File: config.mk
export PLATFORM = sky130hd
export DESIGN_NAME = csi2_raw10_unpacker
export DESIGN_NICKNAME = d
export VERILOG_FILES = /design/src/rtl/csi2_pkg.sv /design/src/rtl/raw10_group_decode.sv /design/src/rtl/csi2_raw10_unpacker.sv
export SDC_FILE = /design/constraint.sdc
export NUM_CORES = 1
export LEC_CHECK = 0
export BUFFER_PORTS_ARGS = -buffer_cell sky130_fd_sc_hd__buf_2
export CAP_MARGIN = 0
export CELL_PAD_IN_SITES_DETAIL_PLACEMENT = 1
export CELL_PAD_IN_SITES_GLOBAL_PLACEMENT = 2
export CORE_MARGIN = 4
export CORE_UTILIZATION = 35
export CTS_BUF_LIST = sky130_fd_sc_hd__clkbuf_8
export CTS_CLUSTER_SIZE = 30
export DETAILED_ROUTE_END_ITERATION = 10
export GPL_TIMING_DRIVEN = 0
export PLACE_DENSITY_LB_ADDON = 0.1
export RECOVER_POWER = 100
export SETUP_SLACK_MARGIN = 0.2
export SLEW_MARGIN = 20
export SYNTH_ARGS = -nofsm -noshare
export SYNTH_HDL_FRONTEND = slang
export SYNTH_SLANG_ARGS = --single-unit
File: constraint.sdc
create_clock -name clock_i -period 7.37 [get_ports clock_i]
set_input_delay 1.474 -clock clock_i [delete_from_list [all_inputs] [get_ports clock_i]]
set_output_delay 1.474 -clock clock_i [all_outputs]
set_load 0.01 [all_outputs]
File: src/rtl/csi2_pkg.sv
// Shared CSI-2 definitions for the pixel-domain unpackers.
package csi2_pkg;

  localparam logic [5:0] DT_RAW10    = 6'h2B;
  localparam logic [5:0] DT_RAW8     = 6'h2A;
  localparam logic [5:0] DT_YUV422_8 = 6'h1E;

  localparam int unsigned Raw10GroupBytes = 5;

endpackage

File: src/rtl/raw10_group_decode.sv
// Combinational RAW10 unpack: five packed bytes into four 10-bit pixels.
module raw10_group_decode (
  input  logic [4:0][7:0] bytes_i,
  output logic [3:0][9:0] pixel_o
);

  // The fifth byte carries the two LSBs of each pixel, pixel 0 in bits [1:0].
  always_comb begin
    for (int i = 0; i < 4; i++) begin
      pixel_o[i] = {bytes_i[i], bytes_i[4][2*i +: 2]};
    end
  end

endmodule

File: src/rtl/csi2_raw10_unpacker.sv
// Unpacks RAW10 long-packet payload beats (4 B/beat) into registered groups of four pixels.
module csi2_raw10_unpacker
  import csi2_pkg::*;
(
  input  logic            clock_i,
  input  logic            reset_ni,
  input  logic [3:0][7:0] image_data_i,
  input  logic [5:0]      image_data_type_i,
  input  logic [15:0]     word_count_i,
  input  logic            image_data_enable_i,
  output logic [3:0][9:0] pixel_o,
  output logic            pixel_enable_o,
  output logic            line_end_o,
  output logic            length_error_o
);

  logic [15:0]     consumed_q, consumed_d;
  logic [2:0]      count_q, count_d;
  logic [3:0][7:0] res_q, res_d;
  logic [3:0][9:0] pixel_q, pixel_d;
  logic            pixel_enable_q, line_end_q, length_error_q;
  logic            length_error_d;

  logic            qual, pkt_end, emit;
  logic [15:0]     remaining;
  logic [2:0]      valid;
  logic [3:0]      total, leftover;
  logic [7:0][7:0] comb;
  logic [3:0][9:0] group_pixels;

  always_comb begin
    qual      = image_data_enable_i && (image_data_type_i == DT_RAW10);
    remaining = (word_count_i > consumed_q) ? (word_count_i - consumed_q) : 16'd0;
    valid     = (remaining >= 16'd4) ? 3'd4 : remaining[2:0];
    total     = {1'b0, count_q} + {1'b0, valid};

    // Residue occupies the low lanes; new bytes append right behind it.
    comb = '0;
    for (int j = 0; j < 4; j++) begin
      comb[j] = res_q[j];
    end
    for (int i = 0; i < 4; i++) begin
      comb[count_q + 3'(i)] = image_data_i[i];
    end

    pkt_end  = qual && ((consumed_q + {13'd0, valid}) == word_count_i);
    emit     = qual && (total >= 4'(Raw10GroupBytes));
    leftover = emit ? (total - 4'(Raw10GroupBytes)) : total;

    consumed_d     = consumed_q;
    count_d        = count_q;
    res_d          = res_q;
    length_error_d = 1'b0;
    if (qual) begin
      consumed_d = pkt_end ? 16'd0 : (consumed_q + {13'd0, valid});
      count_d    = pkt_end ? 3'd0 : leftover[2:0];
      res_d      = emit ? {8'h00, comb[7], comb[6], comb[5]} : comb[3:0];
      length_error_d = pkt_end && (leftover != 4'd0) && (word_count_i != 16'd0);
    end

    pixel_d = emit ? group_pixels : pixel_q;
  end

  raw10_group_decode u_decode (
    .bytes_i (comb[4:0]),
    .pixel_o (group_pixels)
  );

  always_ff @(posedge clock_i or negedge reset_ni) begin
    if (!reset_ni) begin
      consumed_q     <= '0;
      count_q        <= '0;
      res_q          <= '0;
      pixel_q        <= '0;
      pixel_enable_q <= 1'b0;
      line_end_q     <= 1'b0;
      length_error_q <= 1'b0;
    end else begin
      consumed_q     <= consumed_d;
      count_q        <= count_d;
      res_q          <= res_d;
      pixel_q        <= pixel_d;
      pixel_enable_q <= emit;
      line_end_q     <= emit && pkt_end;
      length_error_q <= length_error_d;
    end
  end

  assign pixel_o        = pixel_q;
  assign pixel_enable_o = pixel_enable_q;
  assign line_end_o     = line_end_q;
  assign length_error_o = length_error_q;

endmodule

==> flow_metrics.env <==
export IMPL_intPower_w=0.000976
export IMPL_drive_above_1_share_pct=6.72
export IMPL_drt_wl_total_um=34900
export IMPL_grt_ovfl_total=0
export IMPL_ant_nets=0
export IMPL_antenna_found_initial=1
export IMPL_async_reset_ff_share_pct=100
export IMPL_rsz0062_at_grt="no"
export IMPL_yosys_area_top_type_share_pct=28.9
export IMPL_worst_slack_ns=0.477
export IMPL_routedWlPerCell_um=23.0
export IMPL_clkSinkCount=94
export IMPL_synth_top_family_by_area="compound AO/OA/AOI/OAI gates"
export IMPL_maxSlewHeadroom_pct=-99.4
export IMPL_synth_edf_count=0
export IMPL_rr_worst_depth=25
export IMPL_power_switching_w=0.000632
export IMPL_num_nets_final=1284
export IMPL_hold_start="pixel_o[7]"
export IMPL_power_share_clock_pct=27.3
export IMPL_cellPowerDensity_nw_per_um2=176
export IMPL_cp_slowest_stage_delay_ns=0.47
export IMPL_synth_top_cell_by_area="dfrtp_1"
export IMPL_synth_cells=1113
export IMPL_cp_arrival_ns=7.14
export IMPL_hold_violations=0
export IMPL_vias_per_cell=5.84
export IMPL_fin_cells=1518
export IMPL_pwr_share_comb_pct=37.1
export IMPL_clk_latency_ns=0.39
export IMPL_hold_buffers=0
export IMPL_num_vias=8858
export IMPL_pre_cts_ws_ns=-0.00328
export IMPL_grt_pass1_vias=8896
export IMPL_synth_compound_area_share_pct=27.7
export IMPL_grt_util_all_layers_pct=26.7
export IMPL_path_clk_slew_ns=0.10
export IMPL_worstSetupPathType="in2reg"
export IMPL_initial_core_util_pct=35.8
export IMPL_portBuffers=75
export IMPL_crit_required_ns=7.62
export IMPL_fp_dieH_um=161
export IMPL_clock_path_buffers=2
export IMPL_drt_iter0_drc=754
export IMPL_drc=0
export IMPL_worstReg2RegStart="consumed_q[3]"
export IMPL_setup_violations=0
export IMPL_cts_setup_buffers=0
export IMPL_tightestPinTransition_ns=2.99
export IMPL_die_area_um2=25800
export IMPL_synth_warnings=0
export IMPL_whs_ns=0.483
export IMPL_fin_worst_skew_ns=0.0146
export IMPL_synth_seq_cells=94
export IMPL_ctsRootBufferMaster="clkbuf_8"
export IMPL_firstDrtPassIters=5
export IMPL_swShare_pct=39.3
export IMPL_fmax_ghz=0.145
export IMPL_syn_avg_cell_area_um2=7.32
export IMPL_synth_xor_area_share_pct=3.55
export IMPL_row_count=55
export IMPL_num_antenna_cells=0
export IMPL_maxCapViolCount=2
export IMPL_cp_start_kind="primary input"
export IMPL_synthAdderAreaFrac_pct=4.36
export IMPL_worst_path_max_fanout=10
export IMPL_grt_pass1_wl_um=53600
export IMPL_synth_cell_types=74
export IMPL_cts_buffers=9
export IMPL_hp_class="reg2reg"
export IMPL_cts_tree="done"
export IMPL_area_delta_synth_final_pct=11.9
export IMPL_r2r_setup_slack_ns=0.99
export IMPL_p_seq_share_pct=35.6
export IMPL_whs_path_depth=2
export IMPL_place_gp_congestion=0.959
export IMPL_status="finished, violations left"
export IMPL_finalCriticalPeriod_ns=6.89
export IMPL_irDropWorstVdd_v=0.0000762
export IMPL_seq_area_frac_synth_pct=28.9
export IMPL_ctsHtreeMaxLevel=3
export IMPL_min_to="pixel_o[7]"
export IMPL_synth_mux_area_share_pct=5.09
export IMPL_synth_area_top_cells="dfrtp_1, nand2_1, o21ai_0"
export IMPL_synth_flop_cell="dfrtp_1"
export IMPL_fill_cells=2908
export IMPL_synth_fp_nets=1197
export IMPL_dpl_hpwl_um=26400
export IMPL_worst_r2r_endpoint="res_q[2]"
export IMPL_grt_max_degree=54
export IMPL_fp_dieW_um=161
export IMPL_core_um2=22800
export IMPL_dp_cells=1502
export IMPL_synthesis_area_um2=8140
export IMPL_slew_violations=97
export IMPL_setup_worst_path_end_class="register"
export IMPL_violations="capacitance limit, slew limit"
export IMPL_p_leak_nw=3.73
export IMPL_synth_simple_gate_area_share_pct=24.1
export IMPL_period_share_pct=93.5
export IMPL_cpMaxStageDelayCell="clkbuf_1"
export IMPL_cts_repair_resized=0
export IMPL_ios=100
-- metrics by stage --
stage          power [W]   TNS, ns  utilization [%]  area (um^2)
2_1_floorplan   0.000961         0                -         8140
3_3_place_gp     0.00116         0             39.1         8910
3_5_place_dp     0.00117  -0.00328             39.3         8950
4_1_cts          0.00161         0             40.4         9200
5_1_grt          0.00171         0             40.0         9110
6_report         0.00161         0             40.0         9110
-- area by class of cell --
type,instances,area (um^2),share of cell area (%)
clock inverter,7,121,1.33
multi-input combinational,891,5280,58.0
buffer,99,407,4.46
inverter,29,109,1.19
sequential,94,2350,25.8
timing repair buffer,76,324,3.56
clock buffer,9,124,1.36
tap,313,392,4.30
-- state kept, by name (all words and copies together), names as in the netlist --
| signal | count |
|---|---|
| consumed_q | 16 |
| count_q | 3 |
| length_error_o | 1 |
| line_end_o | 1 |
| pixel_enable_o | 1 |
| pixel_o | 40 |
| res_q | 32 |
-- worst max-delay path by stage --
| stage | startpoint | end | slack (ns) | cells past startpoint |
|---|---|---|---|---|
| 2_1_floorplan | word_count_i[0] | consumed_q[13] | 1.22 | 23 |
| 3_3_place_gp | word_count_i[0] | res_q[0] | 0.04 | 25 |
| 3_5_place_dp | word_count_i[0] | res_q[2] | -0.003 | 25 |
| 4_1_cts | word_count_i[0] | res_q[2] | 0.40 | 25 |
| 5_1_grt | word_count_i[0] | res_q[0] | 0.11 | 25 |
| 6_report | word_count_i[0] | res_q[2] | 0.48 | 25 |
-- Yosys cell counts, types with 11 or more instances --
master and n:
ha_1 26, nor4_1 11, mux2i_1 38, nand3_1 47, a211oi_1 18, and3_1 11, xnor2_1 21, inv_1 28
nand2_1 199, nor2_1 87, o21ai_0 143, a22o_1 17, xor2_1 12, clkbuf_1 76, dfrtp_1 94, a22oi_1 18
a21oi_1 65, nor3_1 19
-- kinds of logic after synthesis --
group                    count (synthesis)
AO/OA/AOI/OAI                          357
XOR/XNOR                                33
adder cells (fa/ha/maj)                 28
buffers and inverters                  128
flip-flops                              94
multiplexers                            41
AND/OR/NAND/NOR                        432
-- critical path, delay by kind of cell --
family | cells | cell delay, ns
adder cells (fa/ha/maj) | 4 | 1.22
AND/OR/NAND/NOR | 6 | 1.43
XOR/XNOR | 1 | 0.14
buffers and inverters | 6 | 1.42
AO/OA/AOI/OAI | 8 | 1.44
-- power by group through the flow --
| stage | clock network (W) | logic (W) | registers, W |
|---|---|---|---|
| 6_report | 0.000439 | 0.000597 | 0.000572 |
| 4_1_cts | 0.000454 | 0.000589 | 0.000571 |
| 5_1_grt | 0.000469 | 0.000661 | 0.000576 |
| 3_5_place_dp | 0 | 0.000586 | 0.000581 |
| 3_3_place_gp | 0 | 0.000577 | 0.000581 |
| 2_1_floorplan | 0 | 0.000383 | 0.000578 |
-- routing by layer --
metal / track usage [%] / share of wire, % / up-vias
li1: - / - / 4164
met1: 40.7 / 49 / 4282
met2: 37.5 / 40 / 338
met3: 5.41 / 7.4 / 72
met4: 8.60 / 3.0 / 2
met5: 0 / 0.037 / -
-- cell usage in the layout, fill, tap and decap left out, types with 6 or more instances in the layout --
cell / n
nand2_1: 199
nand3_1: 47
nor4_1: 11
a21o_1: 7
a22o_1: 17
a21oi_1: 65
nand4_1: 8
dfrtp_1: 94
o211ai_1: 6
mux2i_1: 38
buf_2: 39
xor2_1: 12
nand2b_1: 9
clkbuf_8: 9
a211oi_1: 18
xnor2_1: 21
nor3_1: 17
a311oi_1: 8
clkbuf_1: 118
a221oi_1: 8
buf_1: 10
inv_1: 29
o21ai_0: 149
nor2_1: 87
or3_1: 7
ha_1: 26
a22oi_1: 18
and3_1: 11
a222oi_1: 9
(Power assumes the default switching activity.)
